`src/rtl/puzzle_pkg.sv`:
```
// Shared encodings for the puzzle transmitter: move directions, ASCII move
// bytes, FSM state codes, default grid size and the move FIFO entry layout.
package puzzle_pkg;

    localparam int DEF_HEIGHT = 10;
    localparam int DEF_WIDTH  = 10;

    typedef enum logic [1:0] {
        DIR_N = 2'd0,
        DIR_S = 2'd1,
        DIR_E = 2'd2,
        DIR_W = 2'd3
    } dir_e;

    localparam logic [7:0] ASCII_N = 8'd78;
    localparam logic [7:0] ASCII_S = 8'd83;
    localparam logic [7:0] ASCII_E = 8'd69;
    localparam logic [7:0] ASCII_W = 8'd87;

    typedef logic [2:0] state_t;
    localparam state_t ST_IDLE  = 3'd0;
    localparam state_t ST_CLEAR = 3'd1;
    localparam state_t ST_HDR   = 3'd2;
    localparam state_t ST_GRID  = 3'd3;
    localparam state_t ST_MOVE  = 3'd4;
    localparam state_t ST_DONE  = 3'd5;

    typedef struct packed {
        logic last;
        dir_e dir;
    } move_t;

    function automatic logic [7:0] dir_ascii(input dir_e d);
        case (d)
            DIR_N:   return ASCII_N;
            DIR_S:   return ASCII_S;
            DIR_E:   return ASCII_E;
            default: return ASCII_W;
        endcase
    endfunction

endpackage

```
`src/rtl/puzzle_move_fifo.sv`:
```
// Synchronous FIFO of {last, dir} move entries. A separate occupancy count
// tells full from empty since the pointers wrap modulo DEPTH.
module puzzle_move_fifo
    import puzzle_pkg::*;
#(
    parameter int DEPTH = 16
) (
    input  logic  clk,
    input  logic  rst,
    input  logic  push,
    input  move_t din,
    input  logic  pop,
    output move_t dout,
    output logic  full,
    output logic  empty
);

    localparam int PW = (DEPTH > 1) ? $clog2(DEPTH) : 1;

    move_t         mem [0:DEPTH-1];
    logic [PW-1:0] wr_ptr, rd_ptr;
    logic [PW:0]   count;
    logic          do_push, do_pop;

    assign full    = (count == (PW+1)'(DEPTH));
    assign empty   = (count == '0);
    assign dout    = mem[rd_ptr];
    // A push into a full FIFO is dropped even when a pop frees a slot this cycle.
    assign do_push = push && !full;
    assign do_pop  = pop && !empty;

    always_ff @(posedge clk) begin
        if (do_push) mem[wr_ptr] <= din;
    end

    always_ff @(posedge clk) begin
        if (rst) begin
            wr_ptr <= '0;
            rd_ptr <= '0;
            count  <= '0;
        end else begin
            if (do_push) wr_ptr <= wr_ptr + PW'(1);
            if (do_pop)  rd_ptr <= rd_ptr + PW'(1);
            case ({do_push, do_pop})
                2'b10:   count <= count + (PW+1)'(1);
                2'b01:   count <= count - (PW+1)'(1);
                default: count <= count;
            endcase
        end
    end

endmodule

```
`src/rtl/puzzle_tx.sv`:
```
// Streams clear, header, grid and queued moves to a puzzle receiver.
// Optional macro PUZZLE_TX_TRACK_EN adds position tracking with a sticky err.
module puzzle_tx
    import puzzle_pkg::*;
#(
    parameter int HEIGHT     = DEF_HEIGHT,
    parameter int WIDTH      = DEF_WIDTH,
    parameter int MOVE_DEPTH = 16
) (
    input  logic       clk,
    input  logic       rst,
    input  logic       wr_en,
    input  logic [6:0] wr_addr,
    input  logic [7:0] wr_data,
    input  logic [7:0] start_x,
    input  logic [7:0] start_y,
    input  logic [7:0] goal_x,
    input  logic [7:0] goal_y,
    input  logic       start,
    input  logic       mv_valid,
    input  logic [1:0] mv_dir,
    input  logic       mv_last,
    output logic       mv_ready,
    output logic [7:0] grid_input,
    output logic       enable,
    output logic       enable_process,
    output logic       puzzle_rst,
    output logic       busy,
    output logic       done
`ifdef PUZZLE_TX_TRACK_EN
    ,
    output logic       err
`endif
);

    localparam int CELLS = HEIGHT * WIDTH;
    localparam int AW    = (CELLS > 4) ? $clog2(CELLS) : 2;
    localparam logic [AW-1:0] LAST_CELL = AW'(CELLS - 1);

    logic [7:0]      ram [0:(2**AW)-1];
    logic [3:0][7:0] hdr_q;
    state_t          state_q, state_d;
    logic [AW-1:0]   cnt_q, cnt_d;
    logic            fin_q, fin_d;
    logic [7:0]      byte_d;
    logic            en_d, ep_d, prst_d, done_d, move_slot;
    logic            push, pop, fifo_full, fifo_empty;
    move_t           push_ent, head;

    assign push_ent = '{last: mv_last, dir: dir_e'(mv_dir)};
    assign push     = mv_valid && !fifo_full;
    assign mv_ready = !fifo_full;

    puzzle_move_fifo #(.DEPTH(MOVE_DEPTH)) u_fifo (
        .clk   (clk),
        .rst   (rst),
        .push  (push),
        .din   (push_ent),
        .pop   (pop),
        .dout  (head),
        .full  (fifo_full),
        .empty (fifo_empty)
    );

    always_ff @(posedge clk) begin
        if (state_q == ST_IDLE && wr_en && int'(wr_addr) < CELLS)
            ram[AW'(wr_addr)] <= wr_data;
    end

    always_ff @(posedge clk) begin
        if (state_q == ST_IDLE && start)
            hdr_q <= {goal_y, goal_x, start_y, start_x};
    end

    // Next-state and next-output logic; outputs are registered alongside the
    // state so the stream byte and the state register always describe the same cycle.
    always_comb begin
        state_d   = state_q;
        cnt_d     = cnt_q;
        fin_d     = fin_q;
        byte_d    = '0;
        en_d      = 1'b0;
        ep_d      = 1'b0;
        prst_d    = 1'b0;
        done_d    = 1'b0;
        pop       = 1'b0;
        move_slot = 1'b0;
        case (state_q)
            ST_IDLE: if (start) begin
                state_d = ST_CLEAR;
                en_d    = 1'b1;
                prst_d  = 1'b1;
            end
            ST_CLEAR: begin
                state_d = ST_HDR;
                cnt_d   = '0;
                en_d    = 1'b1;
                byte_d  = hdr_q[0];
            end
            ST_HDR: begin
                en_d = 1'b1;
                if (cnt_q == AW'(3)) begin
                    state_d = ST_GRID;
                    cnt_d   = '0;
                    byte_d  = ram[AW'(0)];
                end else begin
                    cnt_d  = cnt_q + AW'(1);
                    byte_d = hdr_q[cnt_q[1:0] + 2'd1];
                end
            end
            ST_GRID: begin
                if (cnt_q == LAST_CELL) begin
                    move_slot = 1'b1;
                end else begin
                    en_d   = 1'b1;
                    cnt_d  = cnt_q + AW'(1);
                    byte_d = ram[cnt_q + AW'(1)];
                end
            end
            ST_MOVE: move_slot = 1'b1;
            ST_DONE: state_d = ST_IDLE;
            default: state_d = ST_IDLE;
        endcase
        // fin_q marks that the last move is on the wire; the following cycle is DONE.
        if (move_slot) begin
            state_d = ST_MOVE;
            if (fin_q) begin
                state_d = ST_DONE;
                done_d  = 1'b1;
                fin_d   = 1'b0;
            end else if (!fifo_empty) begin
                pop    = 1'b1;
                ep_d   = 1'b1;
                byte_d = dir_ascii(head.dir);
                fin_d  = head.last;
            end
        end
    end

    always_ff @(posedge clk) begin
        if (rst) begin
            state_q        <= ST_IDLE;
            cnt_q          <= '0;
            fin_q          <= 1'b0;
            grid_input     <= '0;
            enable         <= 1'b0;
            enable_process <= 1'b0;
            puzzle_rst     <= 1'b0;
            busy           <= 1'b0;
            done           <= 1'b0;
        end else begin
            state_q        <= state_d;
            cnt_q          <= cnt_d;
            fin_q          <= fin_d;
            grid_input     <= byte_d;
            enable         <= en_d;
            enable_process <= ep_d;
            puzzle_rst     <= prst_d;
            busy           <= (state_d != ST_IDLE);
            done           <= done_d;
        end
    end

`ifdef PUZZLE_TX_TRACK_EN
    localparam logic signed [9:0] XMAX = 10'(WIDTH - 1);
    localparam logic signed [9:0] YMAX = 10'(HEIGHT - 1);

    logic signed [9:0] pos_x, pos_y, nx, ny;

    always_comb begin
        nx = pos_x;
        ny = pos_y;
        case (head.dir)
            DIR_N: ny = pos_y - 10'sd1;
            DIR_S: ny = pos_y + 10'sd1;
            DIR_E: nx = pos_x + 10'sd1;
            DIR_W: nx = pos_x - 10'sd1;
            default: ;
        endcase
    end

    always_ff @(posedge clk) begin
        if (rst) begin
            pos_x <= '0;
            pos_y <= '0;
            err   <= 1'b0;
        end else if (state_q == ST_IDLE && start) begin
            pos_x <= $signed({2'b00, start_x});
            pos_y <= $signed({2'b00, start_y});
            err   <= 1'b0;
        end else if (pop) begin
            pos_x <= nx;
            pos_y <= ny;
            if (nx < 10'sd0 || nx > XMAX || ny < 10'sd0 || ny > YMAX)
                err <= 1'b1;
        end
    end
`endif

endmodule

```
`config.mk`:
```
export PLATFORM = sky130hd
export DESIGN_NAME = puzzle_tx
export DESIGN_NICKNAME = d
export VERILOG_FILES = /design/src/rtl/puzzle_pkg.sv /design/src/rtl/puzzle_move_fifo.sv /design/src/rtl/puzzle_tx.sv
export SDC_FILE = /design/constraint.sdc
export NUM_CORES = 1
export LEC_CHECK = 0
export ABC_CLOCK_PERIOD_IN_PS = 9390
export BUFFER_PORTS_ARGS = -buffer_cell sky130_fd_sc_hd__buf_2
export CORE_UTILIZATION = 64
export CTS_CLUSTER_DIAMETER = 50
export CTS_CLUSTER_SIZE = 25
export DETAILED_ROUTE_END_ITERATION = 8
export PLACE_DENSITY = 0.81
export SYNTH_ARGS = -nofsm -noshare
export SYNTH_HDL_FRONTEND = slang
export SYNTH_SLANG_ARGS = --single-unit
export TNS_END_PERCENT = 100
```
`constraint.sdc`:
```
create_clock -name clk -period 9.39 [get_ports clk]
set_clock_uncertainty 0.1 [all_clocks]
set_input_delay 1.878 -clock clk [delete_from_list [all_inputs] [get_ports clk]]
set_output_delay 1.878 -clock clk [all_outputs]
set_load 0.01 [all_outputs]
```
* Yosys cells after proc, flatten, opt, wreduce, memory -nomap -nowiden
Memories as Yosys holds them, arrays and structs flattened. A register that Yosys moved wholly into a read port is not among the register bits.
Index checks and enable logic that the tools add are counted.
** Cells by class
- Muxes and demuxes :: 35
- Reduce and logical (&&, ||, !) cells :: 19
- $add $sub $neg :: 6
- Bitwise operators :: 2
- $lt $le $gt $ge :: 2
- Equality and inequality tests :: 12
** Operators with widths (number)
- 2-to-1 mux 8 bit :: 6
- case mux 8 bit (3 select lines) :: 1
- case mux 7 bit (3 select lines) :: 1
- binary-select mux 8 bit (select 2 bit) :: 1
- case mux 5 bit (3 select lines) :: 1
- 2-to-1 mux 1 bit :: 14
- 2-to-1 mux 7 bit :: 2
- case mux 3 bit (4 select lines) :: 1
- case mux 5 bit (2 select lines) :: 1
- 2-to-1 mux 3 bit :: 3
- adder 4 x 1 -> 4 bit, second input constant :: 2
- 2-to-1 mux 4 bit :: 2
- OR reduction 2 bit :: 4
- adder 7 x 1 -> 7 bit, second input constant :: 1
- == test 7 x 2 -> 1 bit, second input constant :: 1
- == test 7 bit, second input constant :: 1
- < comparator 7 bit, second input constant :: 1
- == test 3 x 2 -> 1 bit, second input constant :: 2
- logical AND 1 bit :: 6
- nonzero test 3 bit :: 2
- adder 5 x 1 -> 5 bit, second input constant :: 1
- == test 5 bit, second input constant :: 1
- logical NOT 5 bit :: 1
- subtractor 5 x 1 -> 5 bit, second input constant :: 1
- 15 further kinds :: 19
** Storage, ports and cells
- Output and inout bits :: 14
- Memory bits (writable) :: 1072
- Flip-flop bits (word level) :: 69
- Logic and storage cells :: 94
- Memories kept :: 2
** Memory list
- ram :: depth 128, bits a word 8, read ports 2, clocked after memory_dff 0, wr ports 1, line puzzle_tx.sv:40 : logic [7:0] ram [0:(2**AW)-1];
- u_fifo.mem :: depth 16, bits a word 3, read ports 1, clocked after memory_dff 1, wr ports 1, line puzzle_move_fifo.sv:20 : move_t mem [0:DEPTH-1];

* Depth between registers and ports, before layout
Gate-level depths: netlist (run 1).
- Depth in word-level cells :: 8
- Mapped depth :: 17
- Gate-level depth less buffers :: 15

* By module
A second synthesis (run 1) with hierarchy kept.
** Unflattened totals
- Cells, all modules :: 2252
- Area total of the unflattened synthesis :: 45178.3 um2
** By module, submodules not included
- puzzle_tx :: area an instance 42419.4 um2, sequential area each 32190.9 um2, instances 1, cells an instance 2068
- puzzle_move_fifo :: area an instance 2758.9 um2, sequential area each 1781.7 um2, instances 1, cells an instance 184

* Worst setup path before layout (run 1)
No wires, ideal clock.
- Path type :: input-to-reg
- Start point :: input port mv_valid
- End point :: register u_fifo.count[4]
- Arrival time :: 3842 ps
- Required time :: 9163 ps
- Stages :: 14
- Setup slack :: 5321 ps
- Library setup time :: 127 ps
- Buffers on the path :: 2
- Cells stage by stage :: and2_1 clkbuf_1 inv_1 ha_1 clkbuf_1 xor2_1 ha_1 a21oi_1 nor2b_1 o21ai_0 a21oi_1 o21bai_1 xnor2_1 nor2_1
** On the way
- Longest elaborated chain between the ends :: 4
** Ends and longest elaborated chain
- start: declaration :: line puzzle_tx.sv:20 : input logic mv_valid,
- logical AND 1 bit (*) :: line puzzle_tx.sv:51 : assign push = mv_valid && !fifo_full;
- logical AND 1 bit (*) :: line puzzle_move_fifo.sv:29 : assign do_push = push && !full;
- == test 2 x 1 -> 1 bit / == test 2 bit (equally long branches) :: line puzzle_move_fifo.sv:44 : case ({do_push, do_pop})
- case mux 5 bit (2 select lines) / nonzero test 2 bit (equally long branches)
- end signal: assignment :: line puzzle_move_fifo.sv:45 : 2'b10: count <= count + (PW+1)'(1);
- end signal: assignment :: line puzzle_move_fifo.sv:46 : 2'b01: count <= count - (PW+1)'(1);
- end signal: assignment :: line puzzle_move_fifo.sv:47 : default: count <= count;
- end: declaration :: line puzzle_move_fifo.sv:22 : logic [PW:0] count;
Every way passes the cells marked *; elsewhere a longest branch is shown, timed or not.
A chain may end at the register's enable or synchronous reset.

* Worst setup path in the final report (run 1)
- Start point :: register cnt_q[0]
- End point :: register grid_input[0]
** On the way
- Longest elaborated chain between the ends :: 8
** Ends and longest elaborated chain
- start: declaration :: line puzzle_tx.sv:43 : logic [AW-1:0] cnt_q, cnt_d;
- start signal: assignment :: line puzzle_tx.sv:153 : cnt_q <= cnt_d;
- parallel branches: the longest is 7 deep, another holds memory (128 x 8 bit)
- 2-to-1 mux 8 bit (*) :: line puzzle_tx.sv:125 : if (move_slot) begin
- end signal: assignment :: line puzzle_tx.sv:155 : grid_input <= byte_d;
- end: declaration :: line puzzle_tx.sv:24 : output logic [7:0] grid_input,
Mark *: on every way between the ends. The select of a mux whose other input is x is not followed.

==> results of run 1 <==
flip-flops by register name, summed over array words and instances, names as in the netlist, named ones only:
signal and count:
busy 1, puzzle_rst 1, done 1, ram 1024
state_q 3, enable_process 1, u_fifo.count 5, u_fifo.mem 48
fin_q 1, grid_input 8, u_fifo.rd_ptr 4, u_fifo.wr_ptr 4
cnt_q 7, enable 1, hdr_q 32
cell type report:
| class | instances | area (sq um) | area share [%] |
|---|---|---|---|
| Multi-Input combinational cell | 1111 | 11000 | 21.9 |
| Tap cell | 931 | 1160 | 2.32 |
| Clock inverter | 75 | 1010 | 2.01 |
| Sequential cell | 1145 | 34000 | 67.8 |
| Timing Repair Buffer | 102 | 666 | 1.33 |
| Clock buffer | 92 | 2280 | 4.55 |
| Inverter | 9 | 33.8 | 0.0674 |
routing by layer:
metal,wire (um),vias up,part of all wire [%]
li1,-,9293,-
met1,38000,11800,36
met2,49500,1717,47
met3,13100,286,12
met4,3880,0,3.7
met5,0,-,0
per-stage QoR:
stage	setup WS, ns	instances	hold slack, ns
after CTS	4.60	3465	0.439
final	4.64	3465	0.447
after detailed placement	4.21	3298	0.432
after global routing	4.35	3465	0.461
after global placement	4.49	3298	0.405
after floorplan	5.32	2384	0.378
power by group:
group	internal, mW	leakage [nW]	switching, mW
clock	2.07	1.59	2.06
combinational	0.252	3.88	0.359
sequential	5.71	10.5	0.0401
kinds of logic (layout without fill, tap and decap cells):
group | Yosys count | after routing | synth area share (%)
AND/OR/NAND/NOR | 358 | 358 | 3.39
AO/OA/AOI/OAI | 150 | 150 | 2.56
adder cells (fa/ha/maj) | 9 | 9 | 0.251
flip-flops | 1145 | 1145 | 75.7
other | 1 | 224 | 0.00836
XOR/XNOR | 22 | 22 | 0.513
multiplexers | 348 | 348 | 15.8
buffers and inverters | 128 | 278 | 1.70
worst max path at each step:
stage / slack [ns] / endpoint / depth (start not counted) / start
5_1_grt: 4.35 / grid_input[0] / 8 / cnt_q[0]
6_report: 4.64 / grid_input[0] / 8 / cnt_q[0]
2_1_floorplan: 5.32 / u_fifo.count[4] / 14 / mv_valid
4_1_cts: 4.60 / grid_input[0] / 8 / cnt_q[0]
3_5_place_dp: 4.21 / ram[11][7] / 6 / wr_addr[2]
3_3_place_gp: 4.49 / ram[83][1] / 6 / wr_addr[2]
synth_stat cells (5+ instances only):
cell / n
edfxtp_1: 1104
mux4_2: 288
nor2_1: 187
nand2_1: 91
mux2i_1: 59
buf_2: 42
dfxtp_1: 41
clkbuf_1: 38
a22o_1: 36
nand3_1: 30
o21ai_0: 20
a221oi_1: 18
buf_6: 18
buf_4: 17
a21oi_1: 16
a32oi_1: 15
xor2_1: 12
a22oi_1: 11
nor2b_1: 10
nor3_1: 10
ha_1: 9
inv_1: 9
xnor2_1: 8
nand4_1: 6
a211o_1: 5
==> flow_summary.yaml, run 1 <==
outcome:
  status: "finished with violations"
  violations: "capacitance limit"
cells_and_area:
  n_fill_cell: 3872
  drive_gt1_share_pct: 22.5
  final_cell_mix: "edfxtp_1 (1,104), mux4_2 (288), conb_1 (224)"
  areaGrowthSynthToFinish_pct: 11.7
  final_common_cell: "edfxtp_1"
  diodes: 0
  final_util_pct: 72.7
  stdcell_area_sq_um: 50100
  nets: 2522
clock_network:
  clk-insertion-delay-late_ns: 0.68
  cts_sinks: 1145
  cts_tree: "built"
  cts_inserted_buffers: 89
  cts_hold_buffers: 0
  clkSlewWorstSetupHoldPaths_ns: 0.08
  post_cts_buffers: 0
  clockBufferDepth: 3
  root_buffer: "clkbuf_16"
  cts.repair.resized: 0
  htreeDepth: 3
sta:
  fin_crit_ns: 4.75
  max_freq_mhz: 211
  hold_violations: 0
  timing.final.crit_share_pct: 50.5
  setup-violations-final: 0
  maxSlewHeadroom_pct: 0.225
  drv_slew: 0
  rsz0062_at_grt: "false"
  tightest_slew_ns: 1.49
  setup_tns_ns: 0
placed_design:
  dpl.hpwl_um: 62500
  place_area_sq_um: 46800
  gp_congestion: 0.939
  port-buffer-count: 68
logic_synthesis:
  synth_flop_cell: "edfxtp_1"
  synthDistinctLibCells: 59
  syn_area_sq_um: 44900
  ys_seq_area_share_pct: 75.7
  yosys_warnings: 0
  synthDominantCellAreaShare_pct: 73.9
  netlist_top_cells_area: "edfxtp_1 (74%), mux4_2 (14%), dfxtp_1 (1.8%), nor2_1 (1.6%), mux2i_1 (1.3%)"
  synth_largest_area_cell: "edfxtp_1"
  async_flop_share_pct: 0
  syn-instance-count: 2161
  synth_area_per_cell_sq_um: 20.8
  synth_edf_count: 1104
  synth.ff_latch_count: 1145
floorplanning:
  start_util_pct: 65.1
  die_w_um: 267
  rows: 96
  fp.dieH_um: 267
  die_area_sq_um: 71100
  ios: 69
  coreArea_sq_um: 68900
global_route:
  grt.busiest_layer: "met2"
  grt_pass1_vias: 23100
  antenna_found_initial: 0
  track_usage_pct: 30.2
  grt_pass1_wl_um: 153000
  use_met2_pct: 46.8
  grt-ovfl-total: 0
  gr-usage-met3_pct: 8.39
  grt_max_degree: 109
  grt_use_met1_pct: 42.2
critical_path:
  worstPathCellList: "ha_4 -> buf_12 -> mux4_2 -> mux2i_1 -> a221oi_1 -> a221oi_1 -> or3_1 -> o221ai_1"
  critical-path-top-delay-family: "multiplexers"
  cp-end-kind: "register"
  r2r-start: "cnt_q[0]"
  crit_arrival_ns: 5.17
  cp_slowest_stage_delay_ns: 0.88
  worstReg2RegEnd: "grid_input[0]"
  cp_max_fo: 102
  slowest_stage: "ha_4"
  cp_common_cell: "a221oi_1"
  worstPathRequired_ns: 9.81
  r2r_cells: 8
  path_buf_inv: 1
  setup.worst_path.class: "reg -> reg"
  r2r_setup_slack_ns: 4.64
  startpoint_type: "register"
detailed_routing:
  dr.pass1.iters: 8
  antenna_left: 0
  drt_wl_total_um: 104000
  vias: 23100
  drt-wirelength-per-cell_um: 30.2
  drcViolationCount: 0
  via_per_inst: 6.67
  drt_iter0_markers: 3526
hold_path:
  hold_end: "done"
  hp-class: "reg -> reg"
  min-delay-start: "fin_q"
  min_path_cells: 1
pwr:
  total_power_mw: 10.5
  power_density_nw_per_um2: 209
  ir_drop_mv: 0.159
  p_leak_nw: 15.9
run:
  max_cap_viol_count: 1
Power figures use the tool's default switching activity.
==> inputs of run 2 (changes only) <==
--- a/config.mk
+++ b/config.mk
@@ -5,13 +5,13 @@
 export SDC_FILE = /design/constraint.sdc
 export NUM_CORES = 1
 export LEC_CHECK = 0
-export ABC_CLOCK_PERIOD_IN_PS = 9390
+export ABC_CLOCK_PERIOD_IN_PS = 4700
 export BUFFER_PORTS_ARGS = -buffer_cell sky130_fd_sc_hd__buf_2
-export CORE_UTILIZATION = 64
+export CORE_UTILIZATION = 62
 export CTS_CLUSTER_DIAMETER = 50
 export CTS_CLUSTER_SIZE = 25
 export DETAILED_ROUTE_END_ITERATION = 8
-export PLACE_DENSITY = 0.81
+export PLACE_DENSITY = 0.79
 export SYNTH_ARGS = -nofsm -noshare
 export SYNTH_HDL_FRONTEND = slang
 export SYNTH_SLANG_ARGS = --single-unit
==> constraint.sdc (replaced) <==
create_clock -name clk -period 4.7 [get_ports clk]
set_clock_uncertainty 0.1 [all_clocks]
set_input_delay 0.94 -clock clk [delete_from_list [all_inputs] [get_ports clk]]
set_output_delay 0.94 -clock clk [all_outputs]
set_load 0.01 [all_outputs]
==> flow_summary.yaml, run 2 (synthesis results as in run 1) <==
detailed_routing:
  via_per_inst: 6.47
  routed.top_layer: "met5"
  drcViolationCount: 0
  wl_met3_um: 10600
  vias: 23200
  antenna_left: 0
  drt_iter0_markers: 2922
  drt-wirelength-per-cell_um: 28.6
  drt-met1-wl_um: 38000
  met2_length_um: 49800
  dr.pass1.iters: 6
  drt_wl_total_um: 103000
placed_design:
  dpl.hpwl_um: 64600
  port-buffer-count: 68
  pre_cts_ws_ns: 0.723
  gp_congestion: 0.918
  dp.cells: 3427
clock_network:
  cts_sinks: 1145
  cts_tree: "built"
  clkSlewWorstSetupHoldPaths_ns: 0.09
  clockBufferDepth: 3
  clk-insertion-delay-late_ns: 0.67
  post_cts_buffers: 0
  root_buffer: "clkbuf_16"
  cts_inserted_buffers: 88
  htreeDepth: 3
  cts.repair.resized: 0
  cts_hold_buffers: 0
pwr:
  ir_drop_mv: 0.350
  p_leak_nw: 16.5
  power_density_nw_per_um2: 407
sta:
  maxSlewHeadroom_pct: 25.1
  fin_crit_ns: 3.99
  timing.final.crit_share_pct: 84.9
  rsz0062_at_grt: "false"
  drv_slew: 0
  setup_tns_ns: 0
  setup-violations-final: 0
  tightest_slew_ns: 1.12
  setup_slack_ns: 0.711
  hold_violations: 0
  max_freq_mhz: 251
cells_and_area:
  multi_input_area_sq_um: 11000
  largest_reg_flops: 1024
  final_common_cell: "edfxtp_1"
  final_cell_mix: "edfxtp_1 (1,104), mux4_2 (288), conb_1 (224)"
  drive_gt1_share_pct: 25.6
  top_register: "ram"
  final_cell_count_no_fill: 3594
  final_util_pct: 71.2
  n_fill_cell: 4090
  areaGrowthSynthToFinish_pct: 13.5
  seq_area_sq_um: 34000
  nets: 2631
  biggestRegsByFlops: "ram: 1024 flops, u_fifo.mem: 48 flops, hdr_q: 32 flops"
floorplanning:
  rows: 98
  coreArea_sq_um: 71500
  start_util_pct: 62.7
  ios: 69
  die_w_um: 271
  die_area_sq_um: 73400
  fp.dieH_um: 271
critical_path:
  cp-end-kind: "register"
  startpoint_type: "register"
  crit_arrival_ns: 4.42
  setup.worst_path.class: "reg -> reg"
  worstPathRequired_ns: 5.13
  cp_max_fo: 14
global_route:
  grt_pass1_wl_um: 152000
  grt-ovfl-total: 0
  antenna_found_initial: 6
  track_usage_pct: 28.6
  grt_max_degree: 129
  grt_pass1_vias: 23400
outcome:
  status: "finished, final reports clean"
hold_path:
  hp-class: "in -> reg"
run:
  max_cap_viol_count: 0
[run 2: cell count changes in the layout (fill, tap and decap cells not counted)]
| cell | delta |
|---|---|
| clkbuf_1 | +2 |
| clkinv_4 | -1 |
| inv_12 | -2 |
| clkinv_16 | -1 |
| clkinvlp_4 | +1 |
| diode_2 | +2 |
| clkbuf_16 | -2 |
| inv_6 | +1 |
| inv_16 | -4 |
| buf_12 | +4 |
| clkinv_8 | +3 |
| inv_8 | -2 |
| clkinv_2 | +3 |
| buf_4 | +106 |
[run 2: per-layer routing]
layer / GRT usage, % / up-vias
met4: 11.5 / 8
met3: 5.68 / 242
met5: 0 / -
met1: 39.4 / 11900
li1: - / 9500
met2: 45.7 / 1585
[run 2: critical path: stages, from the launching register on]
cell	delay, ns
dfxtp_4	0.54
ha_4	0.30
or4b_4	0.51
nor4_1	0.24
a21oi_1	0.13
nor2_2	0.35
ha_1	0.41
xor2_1	0.12
ha_1	0.20
a21oi_1	0.22
nor2b_1	0.09
o21ai_0	0.16
a21oi_1	0.08
o21bai_1	0.19
xnor2_1	0.16
nor2_1	0.06
[run 2: area by class of cell]
class	instances	share of cell area, %
multi-input cells	1111	21.6
flip-flops and latches	1145	66.8
inverters	9	0.0664
repair buffers	212	3.03
well taps	950	2.34
diodes	2	0.00983
clock inverters	73	1.79
clock buffers	92	4.40
[run 2: final timing paths]
path,to,cells past startpoint,from,slack [ns]
max reg2reg,u_fifo.count[4],15,cnt_q[0],0.71
min reg2reg,done,1,fin_q,0.44
max,u_fifo.count[4],15,cnt_q[0],0.71
min,hdr_q[30],1,goal_y[6],0.35
[run 2: metrics by stage]
step / power (mW) / instance area (sq um) / hold slack [ns]
after floorplan: 12.5 / 45700 / 0.378
after global placement: 12.9 / 47700 / 0.417
after detailed placement: 13.0 / 47700 / 0.421
after CTS: 20.8 / 50900 / 0.332
after global routing: 21.2 / 50900 / 0.340
final: 20.7 / 50900 / 0.353
[run 2: where the power goes]
| part | internal [mW] | total [mW] | switching [mW] | leakage (nW) |
|---|---|---|---|---|
| Clock | 4.01 | 7.97 | 3.96 | 1.52 |
| Sequential | 11.4 | 11.5 | 0.0713 | 10.5 |
| Combinational | 0.530 | 1.28 | 0.748 | 4.48 |
| Total | 15.9 | 20.7 | 4.78 | 16.5 |
==> inputs of run 3 (changes only) <==
--- a/config.mk
+++ b/config.mk
@@ -5,7 +5,7 @@
 export SDC_FILE = /design/constraint.sdc
 export NUM_CORES = 1
 export LEC_CHECK = 0
-export ABC_CLOCK_PERIOD_IN_PS = 4700
+export ABC_CLOCK_PERIOD_IN_PS = 4100
 export BUFFER_PORTS_ARGS = -buffer_cell sky130_fd_sc_hd__buf_2
 export CORE_UTILIZATION = 62
 export CTS_CLUSTER_DIAMETER = 50
==> constraint.sdc (replaced) <==
create_clock -name clk -period 4.1 [get_ports clk]
set_clock_uncertainty 0.1 [all_clocks]
set_input_delay 0.82 -clock clk [delete_from_list [all_inputs] [get_ports clk]]
set_output_delay 0.82 -clock clk [all_outputs]
set_load 0.01 [all_outputs]
==> flow_summary.yaml, run 3 (synthesis results as in run 1) <==
placed_design:
  dpl.hpwl_um: 66100
  dp.cells: 3455
  pre_cts_ws_ns: 0.399
  place_area_sq_um: 48000
  gp_congestion: 0.919
  port-buffer-count: 68
global_route:
  use_met2_pct: 47.2
  track_usage_pct: 29.7
  grt_use_met1_pct: 40.2
  grt-ovfl-total: 0
  gr-usage-met3_pct: 6.39
  grt_pass1_wl_um: 157000
  grt_max_degree: 109
  grt.busiest_layer: "met2"
  grt_pass1_vias: 24000
  antenna_found_initial: 3
critical_path:
  setup.worst_path.class: "reg -> reg"
  cp-endpoint: "grid_input[3]"
  worstPathRequired_ns: 4.63
  startpoint_type: "register"
  slowest_stage: "nor2_2"
  cp_slowest_stage_delay_ns: 1.00
  r2r-start: "cnt_q[2]"
  worstReg2RegEnd: "grid_input[3]"
  r2r_setup_slack_ns: 0.12
  crit_arrival_ns: 4.51
  worstPathCellList: "nand3_2 -> xnor2_4 -> nor2_2 -> a22o_1 -> a221oi_1 -> o311ai_0 -> a221o_1"
  cp-startpoint: "cnt_q[2]"
  cp_max_fo: 20
  r2r_cells: 7
  cp-end-kind: "register"
cells_and_area:
  largest_reg_flops: 1024
  drive_gt1_share_pct: 27.1
  top_register: "ram"
  diodes: 0
  final_cell_mix: "edfxtp_1 (1,104), mux4_2 (288), conb_1 (224)"
  biggestRegsByFlops: "ram: 1024 flops, u_fifo.mem: 48 flops, hdr_q: 32 flops"
  multi_input_area_sq_um: 11000
  final_util_pct: 72.3
  final_cell_count_no_fill: 3643
  n_fill_cell: 3913
  stdcell_area_sq_um: 51700
  seq_area_sq_um: 34000
  nets: 2670
  final_common_cell: "edfxtp_1"
  areaGrowthSynthToFinish_pct: 15.2
pwr:
  power_density_nw_per_um2: 482
  p_comb_share_pct: 6.0
  p_clk_share_pct: 41.2
  total_power_mw: 24.9
  p_leak_nw: 16.9
  share_seq_of_total_power_pct: 52.8
  switchingPower_mw: 6.11
  ir_drop_mv: 0.425
  switching_share_pct: 24.5
  p_int_mw: 18.8
clock_network:
  clk-insertion-delay-late_ns: 0.68
  cts_inserted_buffers: 99
  root_buffer: "clkbuf_16"
  post_cts_buffers: 0
  cts_sinks: 1145
  htreeDepth: 3
  cts_tree: "built"
  cts.repair.resized: 0
  clkSlewWorstSetupHoldPaths_ns: 0.08
  clockBufferDepth: 3
  cts_hold_buffers: 0
detailed_routing:
  antenna_left: 0
  drt_iter0_markers: 3496
  drt-wirelength-per-cell_um: 29.3
  dr.pass1.iters: 6
  vias: 23700
  via_per_inst: 6.50
  drcViolationCount: 0
  drt_wl_total_um: 107000
sta:
  hold_violations: 0
  fin_crit_ns: 3.98
  setup_tns_ns: 0
  tightest_slew_ns: 1.20
  setup-violations-final: 0
  maxSlewHeadroom_pct: 19.6
  setup_slack_ns: 0.116
  drv_slew: 0
  timing.final.crit_share_pct: 97.2
  max_freq_mhz: 251
  whs_ns: 0.206
  rsz0062_at_grt: "false"
floorplanning:
  ios: 69
  coreArea_sq_um: 71500
  start_util_pct: 62.7
  rows: 98
  fp.dieH_um: 271
  die_w_um: 271
  die_area_sq_um: 73400
hold_path:
  hp-class: "in -> reg"
run:
  max_cap_viol_count: 0
outcome:
  status: "finished, final reports clean"
run 3: cell count changes in the layout (fill, tap and decap cells not counted), sizes merged:
cell and delta:
clkinv -2, bufinv -3, clkbuf +11, diode -2
inv +19, buf +28, clkinvlp -2
run 3: power by group through the flow:
stage / Clock, mW / Combinational, mW / Sequential (mW)
final: 10.2 / 1.49 / 13.2
after global placement: 0 / 1.43 / 13.4
after detailed placement: 0 / 1.46 / 13.4
after CTS: 10.4 / 1.48 / 13.2
after global routing: 10.8 / 1.57 / 13.2
after floorplan: 0 / 0.921 / 13.4
run 3: worst min path at each step:
stage	start	to	slack, ns	cells after the start
6_report	goal_x[2]	hdr_q[18]	0.21	1
5_1_grt	goal_x[2]	hdr_q[18]	0.19	1
4_1_cts	goal_x[2]	hdr_q[18]	0.18	1
3_5_place_dp	u_fifo.rd_ptr[3]	u_fifo.rd_ptr[3]	0.41	2
3_3_place_gp	fin_q	done	0.41	1
2_1_floorplan	fin_q	done	0.38	1
run 3: critical path, delay by kind of cell, from the launching register on:
kind | cells | cell delay [ns]
flip-flops | 1 | 0.72
AND/OR/NAND/NOR | 2 | 1.39
AO/OA/AOI/OAI | 4 | 1.28
XOR/XNOR | 1 | 0.42
run 3: layer usage:
metal  routed length [um]  share of wire [%]  vias to the layer above
met3                11500                 11                      308
met1                38400                 36                    12200
met5                    8             0.0075                        -
li1                     -                  -                     9605
met2                51900                 49                     1597
met4                 5050                4.7                        2
run 3: layout make-up:
class | count | share of cell area [%]
Clock buffer | 103 | 4.86
Clock inverter | 85 | 2.32
Inverter | 9 | 0.0654
Multi-Input combinational cell | 1111 | 21.3
Sequential cell | 1145 | 65.7
Tap cell | 950 | 2.30
Timing Repair Buffer | 240 | 3.46
